`src/rtl/vliw_hazard_ctrl_if.sv`:
```
// Control-bundle interface between the ID/EX pipeline stages and the hazard sequencer.
interface vliw_hazard_ctrl_if #(
  parameter int unsigned REG_AW = 3,
  parameter int unsigned CNT_W  = 16
);
  logic              id_valid;
  logic [REG_AW-1:0] id_alu_rn;
  logic [REG_AW-1:0] id_alu_rm;
  logic              id_alu_uses_rm;
  logic [REG_AW-1:0] id_mem_rn;
  logic [REG_AW-1:0] id_mem_rd;
  logic              id_mem_is_store;
  logic              ex_valid;
  logic              ex_mem_is_load;
  logic [REG_AW-1:0] ex_mem_rd;
  logic              ex_mem_access;
  logic              mem_ready;
  logic              branch_taken;
  logic              pc_write;
  logic              ifid_write;
  logic              ifid_flush;
  logic              idex_write;
  logic              idex_bubble;
  logic [1:0]        state;
  logic [CNT_W-1:0]  stall_count;
  logic              mem_timeout;

  // Pipeline side: drives stage status, consumes the control enables.
  modport master (
    output id_valid, id_alu_rn, id_alu_rm, id_alu_uses_rm, id_mem_rn, id_mem_rd,
           id_mem_is_store, ex_valid, ex_mem_is_load, ex_mem_rd, ex_mem_access,
           mem_ready, branch_taken,
    input  pc_write, ifid_write, ifid_flush, idex_write, idex_bubble, state,
           stall_count, mem_timeout
  );

  // Sequencer side.
  modport slave (
    input  id_valid, id_alu_rn, id_alu_rm, id_alu_uses_rm, id_mem_rn, id_mem_rd,
           id_mem_is_store, ex_valid, ex_mem_is_load, ex_mem_rd, ex_mem_access,
           mem_ready, branch_taken,
    output pc_write, ifid_write, ifid_flush, idex_write, idex_bubble, state,
           stall_count, mem_timeout
  );
endinterface

```
`src/rtl/vliw_hazard_ctrl.sv`:
```
// Pipeline sequencer for the two-slot VLIW core: load-use stall, branch squash,
// memory-wait freeze, stall-cycle counter and sticky memory-timeout flag.
module vliw_hazard_ctrl #(
  parameter int unsigned REG_AW      = 3,
  parameter int unsigned CNT_W       = 16,
  parameter int unsigned MEM_TIMEOUT = 15
) (
  input logic                clk,
  input logic                reset,
  vliw_hazard_ctrl_if.slave  hz
);

  localparam int unsigned WaitW = $clog2(MEM_TIMEOUT + 1);
  localparam logic [WaitW-1:0] WaitMax = WaitW'(MEM_TIMEOUT);

  typedef enum logic [1:0] {
    StRun     = 2'd0,
    StLoadUse = 2'd1,
    StMemWait = 2'd2,
    StFlush   = 2'd3
  } state_e;

  state_e           state_q, state_d;
  logic [WaitW-1:0] wait_q, wait_d;
  logic [CNT_W-1:0] stall_q, stall_d;
  logic             timeout_q, timeout_d;

  logic memwait, reg_match, hazard;
  logic pc_wr, ifid_wr, ifid_fl, idex_wr, idex_bub;

  // Hazard detection; in FLUSH the ID bundle is already squashed so it cannot conflict.
  always_comb begin
    memwait   = hz.ex_valid & hz.ex_mem_access & ~hz.mem_ready;
    reg_match = (hz.ex_mem_rd == hz.id_alu_rn)
              | (hz.id_alu_uses_rm & (hz.ex_mem_rd == hz.id_alu_rm))
              | (hz.ex_mem_rd == hz.id_mem_rn)
              | (hz.id_mem_is_store & (hz.ex_mem_rd == hz.id_mem_rd));
    hazard    = hz.ex_valid & hz.ex_mem_is_load & hz.id_valid & reg_match
              & (state_q != StFlush);
  end

  // Priority table: memwait > branch_taken > hazard > normal, identical in every state.
  always_comb begin
    pc_wr    = 1'b1;
    ifid_wr  = 1'b1;
    ifid_fl  = 1'b0;
    idex_wr  = 1'b1;
    idex_bub = 1'b0;
    state_d  = StRun;
    if (memwait) begin
      pc_wr   = 1'b0;
      ifid_wr = 1'b0;
      idex_wr = 1'b0;
      state_d = StMemWait;
    end else if (hz.branch_taken) begin
      ifid_fl  = 1'b1;
      idex_bub = 1'b1;
      state_d  = StFlush;
    end else if (hazard) begin
      pc_wr    = 1'b0;
      ifid_wr  = 1'b0;
      idex_bub = 1'b1;
      state_d  = StLoadUse;
    end
  end

  // Counter next-state: saturating stall count, consecutive MEM_WAIT cycle count.
  always_comb begin
    stall_d   = stall_q;
    wait_d    = '0;
    timeout_d = timeout_q;
    if (!pc_wr && (stall_q != {CNT_W{1'b1}})) begin
      stall_d = stall_q + CNT_W'(1);
    end
    if (state_q == StMemWait) begin
      wait_d = (wait_q != WaitMax) ? wait_q + WaitW'(1) : wait_q;
      if (wait_d == WaitMax) begin
        timeout_d = 1'b1;
      end
    end
  end

  // State and counter registers.
  always_ff @(posedge clk or negedge reset) begin
    if (!reset) begin
      state_q   <= StRun;
      wait_q    <= '0;
      stall_q   <= '0;
      timeout_q <= 1'b0;
    end else begin
      state_q   <= state_d;
      wait_q    <= wait_d;
      stall_q   <= stall_d;
      timeout_q <= timeout_d;
    end
  end

  // While reset is held the front end is frozen and both NOP injections are forced.
  always_comb begin
    hz.pc_write    = reset & pc_wr;
    hz.ifid_write  = reset & ifid_wr;
    hz.idex_write  = reset & idex_wr;
    hz.ifid_flush  = ~reset | ifid_fl;
    hz.idex_bubble = ~reset | idex_bub;
    hz.state       = state_q;
    hz.stall_count = stall_q;
    hz.mem_timeout = timeout_q;
  end

endmodule

```
`src/flat_wrapper.sv`:
```
// flat-port wrapper written by rule: the top's interface ports become plain ports
module vliw_hazard_ctrl_flat 
#(
  parameter int unsigned REG_AW      = 3,
  parameter int unsigned CNT_W       = 16,
  parameter int unsigned MEM_TIMEOUT = 15
)
  (clk, reset, hz_id_valid, hz_id_alu_rn, hz_id_alu_rm, hz_id_alu_uses_rm, hz_id_mem_rn, hz_id_mem_rd, hz_id_mem_is_store, hz_ex_valid, hz_ex_mem_is_load, hz_ex_mem_rd, hz_ex_mem_access, hz_mem_ready, hz_branch_taken, hz_pc_write, hz_ifid_write, hz_ifid_flush, hz_idex_write, hz_idex_bubble, hz_state, hz_stall_count, hz_mem_timeout);
  vliw_hazard_ctrl_if #(.REG_AW(REG_AW), .CNT_W(CNT_W)) hz_i ();
  input logic clk;
  input logic reset;
  input wire logic [$bits(hz_i.id_valid)-1:0] hz_id_valid;
  input wire logic [$bits(hz_i.id_alu_rn)-1:0] hz_id_alu_rn;
  input wire logic [$bits(hz_i.id_alu_rm)-1:0] hz_id_alu_rm;
  input wire logic [$bits(hz_i.id_alu_uses_rm)-1:0] hz_id_alu_uses_rm;
  input wire logic [$bits(hz_i.id_mem_rn)-1:0] hz_id_mem_rn;
  input wire logic [$bits(hz_i.id_mem_rd)-1:0] hz_id_mem_rd;
  input wire logic [$bits(hz_i.id_mem_is_store)-1:0] hz_id_mem_is_store;
  input wire logic [$bits(hz_i.ex_valid)-1:0] hz_ex_valid;
  input wire logic [$bits(hz_i.ex_mem_is_load)-1:0] hz_ex_mem_is_load;
  input wire logic [$bits(hz_i.ex_mem_rd)-1:0] hz_ex_mem_rd;
  input wire logic [$bits(hz_i.ex_mem_access)-1:0] hz_ex_mem_access;
  input wire logic [$bits(hz_i.mem_ready)-1:0] hz_mem_ready;
  input wire logic [$bits(hz_i.branch_taken)-1:0] hz_branch_taken;
  output wire logic [$bits(hz_i.pc_write)-1:0] hz_pc_write;
  output wire logic [$bits(hz_i.ifid_write)-1:0] hz_ifid_write;
  output wire logic [$bits(hz_i.ifid_flush)-1:0] hz_ifid_flush;
  output wire logic [$bits(hz_i.idex_write)-1:0] hz_idex_write;
  output wire logic [$bits(hz_i.idex_bubble)-1:0] hz_idex_bubble;
  output wire logic [$bits(hz_i.state)-1:0] hz_state;
  output wire logic [$bits(hz_i.stall_count)-1:0] hz_stall_count;
  output wire logic [$bits(hz_i.mem_timeout)-1:0] hz_mem_timeout;
  assign hz_i.id_valid = hz_id_valid;
  assign hz_i.id_alu_rn = hz_id_alu_rn;
  assign hz_i.id_alu_rm = hz_id_alu_rm;
  assign hz_i.id_alu_uses_rm = hz_id_alu_uses_rm;
  assign hz_i.id_mem_rn = hz_id_mem_rn;
  assign hz_i.id_mem_rd = hz_id_mem_rd;
  assign hz_i.id_mem_is_store = hz_id_mem_is_store;
  assign hz_i.ex_valid = hz_ex_valid;
  assign hz_i.ex_mem_is_load = hz_ex_mem_is_load;
  assign hz_i.ex_mem_rd = hz_ex_mem_rd;
  assign hz_i.ex_mem_access = hz_ex_mem_access;
  assign hz_i.mem_ready = hz_mem_ready;
  assign hz_i.branch_taken = hz_branch_taken;
  assign hz_pc_write = hz_i.pc_write;
  assign hz_ifid_write = hz_i.ifid_write;
  assign hz_ifid_flush = hz_i.ifid_flush;
  assign hz_idex_write = hz_i.idex_write;
  assign hz_idex_bubble = hz_i.idex_bubble;
  assign hz_state = hz_i.state;
  assign hz_stall_count = hz_i.stall_count;
  assign hz_mem_timeout = hz_i.mem_timeout;
  vliw_hazard_ctrl #(.REG_AW(REG_AW), .CNT_W(CNT_W), .MEM_TIMEOUT(MEM_TIMEOUT)) u_core (.clk(clk), .reset(reset), .hz(hz_i));
endmodule
```
`config.mk`:
```
export PLATFORM = sky130hd
export DESIGN_NAME = vliw_hazard_ctrl_flat
export DESIGN_NICKNAME = d
export VERILOG_FILES = /design/src/rtl/vliw_hazard_ctrl_if.sv /design/src/rtl/vliw_hazard_ctrl.sv /design/src/flat_wrapper.sv
export SDC_FILE = /design/constraint.sdc
export NUM_CORES = 1
export LEC_CHECK = 0
export CAP_MARGIN = 20
export CORE_MARGIN = 4
export CORE_UTILIZATION = 43
export CTS_CLUSTER_SIZE = 30
export DETAILED_ROUTE_END_ITERATION = 10
export PLACE_DENSITY = 0.87
export SYNTH_ARGS = -nofsm -noshare
export SYNTH_HDL_FRONTEND = slang
export SYNTH_SLANG_ARGS = --single-unit
```
`constraint.sdc`:
```
create_clock -name clk -period 1.97 [get_ports clk]
set_input_delay 0.197 -clock clk [delete_from_list [all_inputs] [get_ports clk]]
set_output_delay 0.197 -clock clk [all_outputs]
set_load 0.05 [all_outputs]
```
==> key figures <==
STA
  – Rel. slew slack: 66.04%
  – Hold Vio Cnt, Final: 0
  – Slew Limit Fails: 0
  – Min Tclk post-route: 2.004 ns
  – Slack of the critical path: -0.03386 ns
  – Hold WS: 0.1153 ns
  – Crit share post-route: 101.7%
  – Worst Max-Slew Pin Slew: 0.5078 ns
  – Setup Skew: 0.005743 ns
  – Setup violators final: 1
  – Max Fclk: 499.0 MHz

Global route
  – Vias in the first global route: 1142
  – GRT Total Usage: 17.14%
  – First-pass GRT wire length: 5395 µm
  – Largest net degree at the start of global routing: 22
  – Initial antenna violation count: 0
  – Total congestion overflow: 0

Drt
  – Post-route ant nets: 0
  – Met2 wire len: 1826 µm
  – Post-route DRC: 0
  – First-pass iteration count of the detailed router: 4
  – Detailed Route WL: 3457 µm
  – WL per Instance: 16.23 µm
  – Vias per Instance: 5.221
  – Vias: 1112
  – DR iter-0 viols: 62
  – Post-Route M1 WL: 1415 µm
  – Met3 wire len: 182 µm
  – Top sig layer: met4

Synth
  – Mapped Avg Cell Area: 10.56 µm²
  – Sequential cell area fraction in the yosys report: 45.05%
  – Synth cell types: 31
  – Ys Warns: 0
  – Synthesized net count: 148
  – Seq cells post-synth: 23
  – Post-synth design cell area: 0.001277 mm²
  – Post-Syn Instances: 121

Clock tree
  – Clk sinks: 23
  – Root Buffer Master: clkbuf_4
  – Skew-Pair Late Insertion Delay: 0.31 ns
  – H-tree levels: 1
  – Hold-fix buffers at CTS: 0
  – CTS tree: done
  – CTS Buf Count: 3
  – Max clock buf depth: 2
  – Worst-path clk slew: 0.12 ns

Worst setup path
  – Startpoint types: input port
  – Cells along the critical path: clkdlybuf4s50_1 -> xnor2_1 -> a41oi_2 -> a211o_1 -> buf_6 -> a211o_4 -> nor3_4 -> xor2_1
  – Crit path DAT: 2.25 ns
  – Worst path slowest cell: clkdlybuf4s50_1
  – Max incr delay on CP: 0.42 ns
  – CP Capture Type: flop
  – RR Startpoint: u_core.hz.stall_count[3]
  – Crit Path Class: in -> reg
  – CP Max Fanout: 4
  – Crit path from: hz_id_alu_rm[1]
  – WP data required: 2.22 ns

Die
  – Die Y: 62.51 µm
  – Row cnt: 19
  – Chip Width: 62.51 µm
  – Die ar.: 0.003907 mm²
  – Core area: 0.002805 mm²
  – Top Ports: 49
  – Starting density of the core: 45.54%

Outcome
  – Failing checks: setup timing
  – Status: finished with violations

Final layout
  – Number of antenna diodes: 0
  – Area grow syn2layout: 56.42%
  – Layout cell share with drive strength beyond 1: 21.98%
  – Final non-filler cell area: 0.001998 mm²
  – Fin cells: 213
  – Final Net Count: 210

Placement
  – Placed insts: 203
  – IO buf count: 48
  – Post-DP HPWL: 2468 µm
  – DP Area: 0.001868 mm²
  – Gpl congestion: 0.7615

Min path
  – Worst Hold Class: in -> async

Power
  – P per Cell Area: 741.2 mW/mm²
  – Total power: 1481 µW
  – Max rail drop VDD: 0.5836 mV
  – Static Leak: 0.0009152 µW

Flow run
  – Max-cap violations: 0
metal layers:
| metal | GRT usage, % | up-vias |
|---|---|---|
| met4 | 6.887 | 0 |
| met2 | 29.43 | 30 |
| met5 | 0 | - |
| li1 | - | 546 |
| met1 | 19.84 | 532 |
| met3 | 5.216 | 4 |
where the power goes:
part	switching, µW	internal (µW)	total (µW)
clock	136	79.2	215
sequential	64.6	541	606
combinational	391	269	660
total	591	890	1480
synth_stat cells:
cell type | instances | area, µm²
and2_1 | 3 | 18.77
a31oi_1 | 2 | 12.51
nand3_1 | 9 | 45.04
nand3b_1 | 1 | 7.510
nand2_1 | 9 | 33.78
ha_1 | 2 | 25.02
dfrtp_1 | 23 | 575.6
a211o_1 | 2 | 17.52
and2_4 | 1 | 8.760
xor2_1 | 10 | 87.58
mux2_2 | 1 | 11.26
nor4_2 | 1 | 12.51
nor2_1 | 6 | 22.52
o21ai_0 | 2 | 10.01
a41oi_1 | 1 | 8.760
a21oi_1 | 1 | 5.000
and3_1 | 3 | 18.77
a21oi_4 | 1 | 16.27
nand4_1 | 4 | 25.02
nor4b_2 | 1 | 15.01
buf_4 | 1 | 7.510
a31o_2 | 1 | 8.760
inv_1 | 1 | 3.750
and4_1 | 3 | 26.28
nor3_2 | 2 | 20.02
mux2i_1 | 1 | 10.01
o21a_1 | 1 | 7.510
nand2b_1 | 5 | 31.28
nor3b_1 | 1 | 7.510
xnor2_1 | 18 | 157.7
nor3_1 | 4 | 20.02
worst paths after layout:
check | slack [ns] | cells after the start | to
worst max-delay path | -0.03 | 8 | u_core.hz.stall_count[13]
worst min-delay path | 0.12 | 1 | u_core.hz.state[1]
worst max register to register | 0.06 | 6 | u_core.hz.stall_count[13]
worst min register to register | 0.49 | 1 | u_core.hz.stall_count[4]
max in group asynchronous | 1.29 | 2 | u_core.hz.stall_count[4]
min in group clk | 0.49 | 1 | u_core.hz.stall_count[4]
stage by stage:
stage	worst slack [ns]	setup TNS, ns	util (%)
2_1_floorplan	0.003170	0	-
3_3_place_gp	-0.3549	-5.199	66.59
3_5_place_dp	-0.4156	-6.123	66.59
4_1_cts	0.003413	0	68.73
5_1_grt	-0.09858	-0.3218	71.23
6_report	-0.03386	-0.03386	71.23
cell families after synthesis:
| family | count (synthesis) | share of synthesized area (%) |
|---|---|---|
| compound gates | 11 | 6.759 |
| buf+inv | 2 | 0.8814 |
| simple gates | 53 | 24.49 |
| mux | 2 | 1.665 |
| fa+ha+maj | 2 | 1.959 |
| flops | 23 | 45.05 |
| xor+xnor | 28 | 19.20 |
area by class of cell:
class / instances / area [µm²]
fill: 203 / 807.0
tap: 31 / 38.79
timing repair buffer: 57 / 590.6
inverter: 1 / 3.754
sequential: 23 / 581.8
multi-input combinational: 97 / 757.0
clock buffer: 4 / 26.28
worst max-delay path, delay by kind of cell:
family	cells	cell delay, ns
xor+xnor	2	0.38
simple gates	1	0.21
buf+inv	2	0.57
compound gates	3	0.89
repair_timing:
| action | in CTS | in global routing |
|---|---|---|
| endpoints found under the setup margin | 11 | 14 |
| pin swaps | 4 | 8 |
| endpoints found under the hold margin | 0 | 0 |
| buffers inserted | 2 | 3 |
| cloned | 0 | 1 |
| gates resized for setup | 12 | 17 |
sequential cells by signal, indices dropped and copies added, names as in the netlist:
signal	flops
u_core.hz.stall_count	16
u_core.wait_q	4
u_core.hz.mem_timeout	1
u_core.hz.state	2
cell usage in the layout (no fill, tap or decap), drive strengths merged, types with 2 or more instances in the layout:
cell type      synthesis  final
a211o                  2      2
a21oi                  2      3
a31oi                  2      2
and2                   4      4
and3                   3      3
and4                   3      3
buf                    1     14
clkbuf                 0      7
clkdlybuf4s50          0     32
dfrtp                 23     23
dlygate4sd2            0      3
dlymetal6s2s           0      5
ha                     2      2
nand2                  9      9
nand2b                 5      5
nand3                  9      9
nand4                  4      4
nor2                   6      6
nor3                   6      6
o21ai                  2      2
xnor2                 18     18
xor2                  10     10
(Power assumes the default switching activity.)
